==> src/rtl/rd_512b_from_bram_pkg.sv <==
// Shared constants and state encoding for the 512-bit row BRAM access blocks.
// The row/word address map is common with wr_512b_to_bram.
package rd_512b_from_bram_pkg;

    localparam int WORD_W        = 32;
    localparam int WORDS_PER_ROW = 16;
    localparam int ROW_W         = 9;
    localparam int WIDX_W        = $clog2(WORDS_PER_ROW);
    localparam int ADDR_W        = ROW_W + WIDX_W;

    typedef enum logic [1:0] {
        ST_IDLE = 2'd0,
        ST_REQ  = 2'd1,
        ST_GAP  = 2'd2,
        ST_DONE = 2'd3
    } rd_state_e;

endpackage

==> src/rtl/rd_512b_from_bram_if.sv <==
// Word-level read bus between a row reader (master) and the BRAM controller (slave).
interface rd_512b_from_bram_if #(
    parameter int ADDR_W = rd_512b_from_bram_pkg::ADDR_W,
    parameter int WORD_W = rd_512b_from_bram_pkg::WORD_W
);
    logic [ADDR_W-1:0] addr;
    logic              trig;
    logic [WORD_W-1:0] data;
    logic              done;

    modport master (output addr, output trig, input data, input done);
    modport slave  (input addr, input trig, output data, output done);
endinterface

==> src/rtl/rd_512b_from_bram.sv <==
// Fetches one 512-bit row as sequential word reads over the trig/done handshake
// and presents the assembled row with a level done until the requester lets go.
module rd_512b_from_bram #(
    parameter int WORD_W        = rd_512b_from_bram_pkg::WORD_W,
    parameter int WORDS_PER_ROW = rd_512b_from_bram_pkg::WORDS_PER_ROW,
    parameter int ROW_W         = rd_512b_from_bram_pkg::ROW_W
) (
    input  logic                            i_clk,
    input  logic                            i_rstn,
    input  logic                            i_trig,
    output logic                            o_done,
    input  logic [ROW_W-1:0]                i_rd_row_num,
    output logic [WORD_W*WORDS_PER_ROW-1:0] o_rd_data_512b,
    rd_512b_from_bram_if.master             bram
);
    import rd_512b_from_bram_pkg::*;

    localparam int K_W   = $clog2(WORDS_PER_ROW);
    localparam int ROWDW = WORD_W * WORDS_PER_ROW;

    rd_state_e         state_q, state_n;
    logic [ROW_W-1:0]  row_q, row_n;
    logic [K_W-1:0]    k_q, k_n;
    logic [ROWDW-1:0]  buf_q, buf_n;
    logic [ROWDW-1:0]  data_q, data_n;
    logic              trig_q, done_q;

    always_comb begin
        state_n = state_q;
        row_n   = row_q;
        k_n     = k_q;
        buf_n   = buf_q;
        data_n  = data_q;
        case (state_q)
            ST_IDLE: begin
                if (i_trig) begin
                    row_n   = i_rd_row_num;
                    k_n     = '0;
                    state_n = ST_REQ;
                end
            end
            ST_REQ: begin
                if (bram.done) begin
                    buf_n[int'(k_q)*WORD_W +: WORD_W] = bram.data;
                    // Publish the row only once the last word is merged in.
                    if (k_q == K_W'(WORDS_PER_ROW - 1)) begin
                        data_n  = buf_n;
                        state_n = ST_DONE;
                    end else begin
                        k_n     = k_q + K_W'(1);
                        state_n = ST_GAP;
                    end
                end
            end
            // One idle cycle forces a trig falling edge between words.
            ST_GAP:  state_n = ST_REQ;
            ST_DONE: begin
                if (!i_trig) state_n = ST_IDLE;
            end
            default: state_n = ST_IDLE;
        endcase
    end

    always_ff @(posedge i_clk or negedge i_rstn) begin
        if (!i_rstn) begin
            state_q <= ST_IDLE;
            row_q   <= '0;
            k_q     <= '0;
            buf_q   <= '0;
            data_q  <= '0;
            trig_q  <= 1'b0;
            done_q  <= 1'b0;
        end else begin
            state_q <= state_n;
            row_q   <= row_n;
            k_q     <= k_n;
            buf_q   <= buf_n;
            data_q  <= data_n;
            trig_q  <= (state_n == ST_REQ);
            done_q  <= (state_n == ST_DONE);
        end
    end

    assign bram.addr      = {row_q, k_q};
    assign bram.trig      = trig_q;
    assign o_done         = done_q;
    assign o_rd_data_512b = data_q;

endmodule

==> src/flat_wrapper.sv <==
// flat-port wrapper written by rule: the top's interface ports become plain ports
module rd_512b_from_bram_flat import rd_512b_from_bram_pkg::*;
#(
    parameter int WORD_W        = rd_512b_from_bram_pkg::WORD_W,
    parameter int WORDS_PER_ROW = rd_512b_from_bram_pkg::WORDS_PER_ROW,
    parameter int ROW_W         = rd_512b_from_bram_pkg::ROW_W
)
  (i_clk, i_rstn, i_trig, o_done, i_rd_row_num, o_rd_data_512b, bram_addr, bram_trig, bram_data, bram_done);
  rd_512b_from_bram_if #(.WORD_W(WORD_W)) bram_i ();
  input  logic i_clk;
  input  logic i_rstn;
  input  logic i_trig;
  output logic o_done;
  input  logic [ROW_W-1:0] i_rd_row_num;
  output logic [WORD_W*WORDS_PER_ROW-1:0] o_rd_data_512b;
  output wire logic [$bits(bram_i.addr)-1:0] bram_addr;
  output wire logic [$bits(bram_i.trig)-1:0] bram_trig;
  input wire logic [$bits(bram_i.data)-1:0] bram_data;
  input wire logic [$bits(bram_i.done)-1:0] bram_done;
  assign bram_addr = bram_i.addr;
  assign bram_trig = bram_i.trig;
  assign bram_i.data = bram_data;
  assign bram_i.done = bram_done;
  rd_512b_from_bram #(.WORD_W(WORD_W), .WORDS_PER_ROW(WORDS_PER_ROW), .ROW_W(ROW_W)) u_core (.i_clk(i_clk), .i_rstn(i_rstn), .i_trig(i_trig), .o_done(o_done), .i_rd_row_num(i_rd_row_num), .o_rd_data_512b(o_rd_data_512b), .bram(bram_i));
endmodule
==> config.mk <==
export PLATFORM = sky130hd
export DESIGN_NAME = rd_512b_from_bram_flat
export DESIGN_NICKNAME = d
export VERILOG_FILES = /design/src/rtl/rd_512b_from_bram_pkg.sv /design/src/rtl/rd_512b_from_bram_if.sv /design/src/rtl/rd_512b_from_bram.sv /design/src/flat_wrapper.sv
export SDC_FILE = /design/constraint.sdc
export NUM_CORES = 2
export LEC_CHECK = 0
export CAP_MARGIN = 10
export CORE_ASPECT_RATIO = 0.7
export CORE_MARGIN = 2
export CORE_UTILIZATION = 25
export DETAILED_ROUTE_END_ITERATION = 16
export GPL_ROUTABILITY_DRIVEN = 0
export PLACE_DENSITY = 0.54
export SYNTH_ARGS = -nofsm -noshare
export SYNTH_HDL_FRONTEND = slang
export SYNTH_SLANG_ARGS = --single-unit
==> constraint.sdc <==
create_clock -name i_clk -period 2.9 [get_ports i_clk]
set_input_delay 0.58 -clock i_clk [delete_from_list [all_inputs] [get_ports i_clk]]
set_output_delay 0.58 -clock i_clk [all_outputs]
set_load 0.01 [all_outputs]
==> metrics.yaml <==
yosys:
  syn_area_per_cell_sq_um: 11.7
  yosysTopAreaCellShare_pct: 58.4
  synth_nets: 3860
  synth_top_family_by_area: "multiplexers"
  yosysTopAreaCell: "dfrtp_1"
  yosysUniqueCellTypes: 54
  synth-simple-area-share_pct: 9.37
  synth_fa_ha_area_share_pct: 0.0841
  ys_ff_latch: 1041
  netlist_area_sq_mm: 0.0446
  netlist_top_cells_area: "dfrtp_1 (58%), mux2_2 (11%), mux2i_1 (7.9%), nand2_1 (5.0%), o21ai_0 (3.4%)"
  synth_mux_area_share_pct: 21.3
  synth_xor_xnor_area_share_pct: 0.143
  ys_seq_area_share_pct: 58.4
  syn-instance-count: 3812
  synth-warning-count: 0
  synth_compound_area_share_pct: 7.40
power_and_ir_drop:
  clockPowerShare_pct: 40.9
  p_int_uw: 25400
  p_sw_uw: 10500
  power.leakage_uw: 0.0259
  pwr-share-seq_pct: 43.1
  power.total_uw: 35900
  p_per_area_mw_per_mm2: 618
  combPwrFrac_pct: 16.1
  ir_worst_vdd_v: 0.000459
  power_switching_share_pct: 29.3
sta:
  fmax_mhz: 359
  relSlewSlack_pct: 49.6
  rsz0062_at_grt: "yes"
  hold_violations: 0
  tightest_slew_ns: 0.756
  drv_slew: 0
  skew_ns: 0.0112
  layout_setup_ws_ns: 0.116
  setup_viol: 0
  min_period_ns: 2.78
  fin_crit_sh_pct: 96.0
drt:
  dr.pass1.iters: 5
  wl_per_cell_microns: 23.6
  first_iter_violations: 2436
  ant_nets: 0
  drc: 0
  vias: 31500
  viasPerCell: 4.61
  totalWireLength_microns: 161000
floorplanning:
  dieArea_sq_mm: 0.182
  ios: 572
  die_h_microns: 357
  start_util_pct: 25.2
  die_w_microns: 509
  num_rows: 129
  core-area_sq_mm: 0.177
finish:
  drive_above_1_share_pct: 19.8
  final_cells: 6836
  final_common_cell: "dfrtp_1"
  layout.nets: 4391
  area_delta_synth_final_pct: 30.1
  final_util_pct: 32.8
  final_cell_mix: "dfrtp_1 (1,040), nand2_1 (590), clkdlybuf4s50_1 (570), mux2_2 (434), mux2i_1 (352)"
critical_path:
  critPathMaxFanout: 32
  critPathBufInv: 2
  cp-end-kind: "flop"
  crit_path_start: "u_core.k_q[0]"
  worstSetupPathType: "reg -> reg"
  path_cells: "nor3_2 > ha_1 > or3_1 > buf_4 > a2111oi_4 > buf_12 > mux2i_1 > o21ai_0"
  cp-start-kind: "flop"
  slowest_stage: "dfrtp_4"
  crit_family: "buffers and inverters"
  cp_data_arrival_time_ns: 3.39
  critPathRequiredTime_ns: 3.50
  cpPeakStageDelay_ns: 0.47
  r2r_start: "u_core.k_q[0]"
placed_design:
  dp_hpwl_microns: 105000
  post-place-ws_ns: -0.00538
  port_buffers: 571
  dp.cells: 6585
clock_network:
  numCtsBuffers: 112
  cts_buffer_depth: 3
  cts_tree: "built"
  clock_latency_ns: 0.74
  cts.clk_slew.worst_paths_ns: 0.06
  h-tree-depth: 3
  cts-root-buf: "clkbuf_16"
  clock_sinks: 1041
global_routing:
  grt_pass1_vias: 31700
  overflow: 0
  gr-usage-all-layers_pct: 17.4
  grt_max_degree: 147
  grt_pass1_wl_microns: 230000
  antenna_found_initial: 31
worst_hold_path:
  hp-class: "in -> async"
run:
  drv_cap: 0
run_status:
  status: "completed"
-- Yosys cell counts, drive strengths merged --
cell / number
o21a: 1
nor3: 5
and3: 96
a2111oi: 7
buf: 111
clkbuf: 215
dfrtp: 1041
ha: 3
or3: 4
or4: 2
nand3b: 2
o31ai: 2
o211ai: 1
nand2b: 2
or2: 1
and3b: 2
o22ai: 1
inv: 4
nand3: 5
nand4: 11
nand2: 591
nor2b: 3
mux2i: 352
o22a: 1
xor2: 2
mux2: 520
o21ai: 354
and2: 64
a21oi: 243
nor4: 9
a31oi: 8
a21o: 2
o221ai: 1
xnor2: 1
or3b: 3
nor2: 139
nor3b: 3
-- cell families after synthesis --
logic type | count (synthesis)
flops | 1041
simple gates | 942
mux | 872
compound gates | 621
buf+inv | 330
xor+xnor | 3
fa+ha+maj | 3
-- power groups by stage --
stage                     combinational [uW]  clock, uW  sequential (uW)
after global placement                  5780          0            15700
after detailed placement                5850          0            15700
final                                   5770      14700            15500
after floorplan                         3090          0            15700
after CTS                               5870      15100            15400
after global routing                    6230      15700            15500
-- routing by layer --
metal / track usage (%) / share of wire, %
met1: 24.3 / 46
met2: 26.2 / 44
met3: 4.42 / 6.9
met4: 5.60 / 2.5
met5: 0 / 0.0081
-- worst register-to-register path, delay by kind of cell, from the launching register on --
kind	cells	cell delay, ns
AO/OA/AOI/OAI	2	0.50
adder cells (fa/ha/maj)	1	0.26
buffers and inverters	2	0.53
flip-flops	1	0.47
multiplexers	1	0.42
AND/OR/NAND/NOR	2	0.49
-- worst paths after layout --
| kind | endpoint | slack (ns) | depth (start not counted) |
|---|---|---|---|
| max in group asynchronous | u_core.buf_q[498] | 1.46 | 4 |
| hold reg to reg | u_core.o_rd_data_512b[15] | 0.46 | 2 |
| setup reg to reg | u_core.o_rd_data_512b[407] | 0.12 | 8 |
| min in group i_clk | u_core.o_rd_data_512b[15] | 0.46 | 2 |
| setup / recovery | u_core.o_rd_data_512b[407] | 0.12 | 8 |
| hold / removal | u_core.o_rd_data_512b[88] | 0.34 | 2 |
-- what timing repair did --
item / CTS / global route
gates resized for setup: 1 / 2
endpoints found under the hold margin: 32 / 0
hold buffers: 1 / 0
setup buffers: 1 / 0
setup endpoints to repair: 8 / 25
cloned: 0 / 0
pin swaps: 1 / 0
-- final cells by class --
class | instances | area, sq um
diodes | 47 | 118
clock buffers | 155 | 3200
fillers | 17700 | 119000
inverters | 4 | 15.0
repair buffers | 743 | 7890
clock inverters | 47 | 505
flip-flops and latches | 1041 | 26100
well taps | 2358 | 2950
multi-input cells | 2441 | 17300
-- flip-flops by register name, summed over array words and instances, names as in the netlist --
signal / cells
u_core.row_q: 9
u_core.bram.trig: 1
u_core.buf_q: 512
u_core.o_rd_data_512b: 512
u_core.o_done: 1
u_core.k_q: 4
u_core.state_q: 2
-- through the flow --
step / setup TNS [ns] / area (sq um) / hold slack (ns)
global placement: 0 / 54200 / 0.446
global route: -0.00536 / 58000 / 0.302
finish: 0 / 58000 / 0.336
detailed placement: -0.00538 / 54200 / 0.454
floorplan: -1.14 / 44700 / 0.284
CTS: 0 / 57900 / 0.291
No activity file was read; power rests on OpenSTA's default activity.
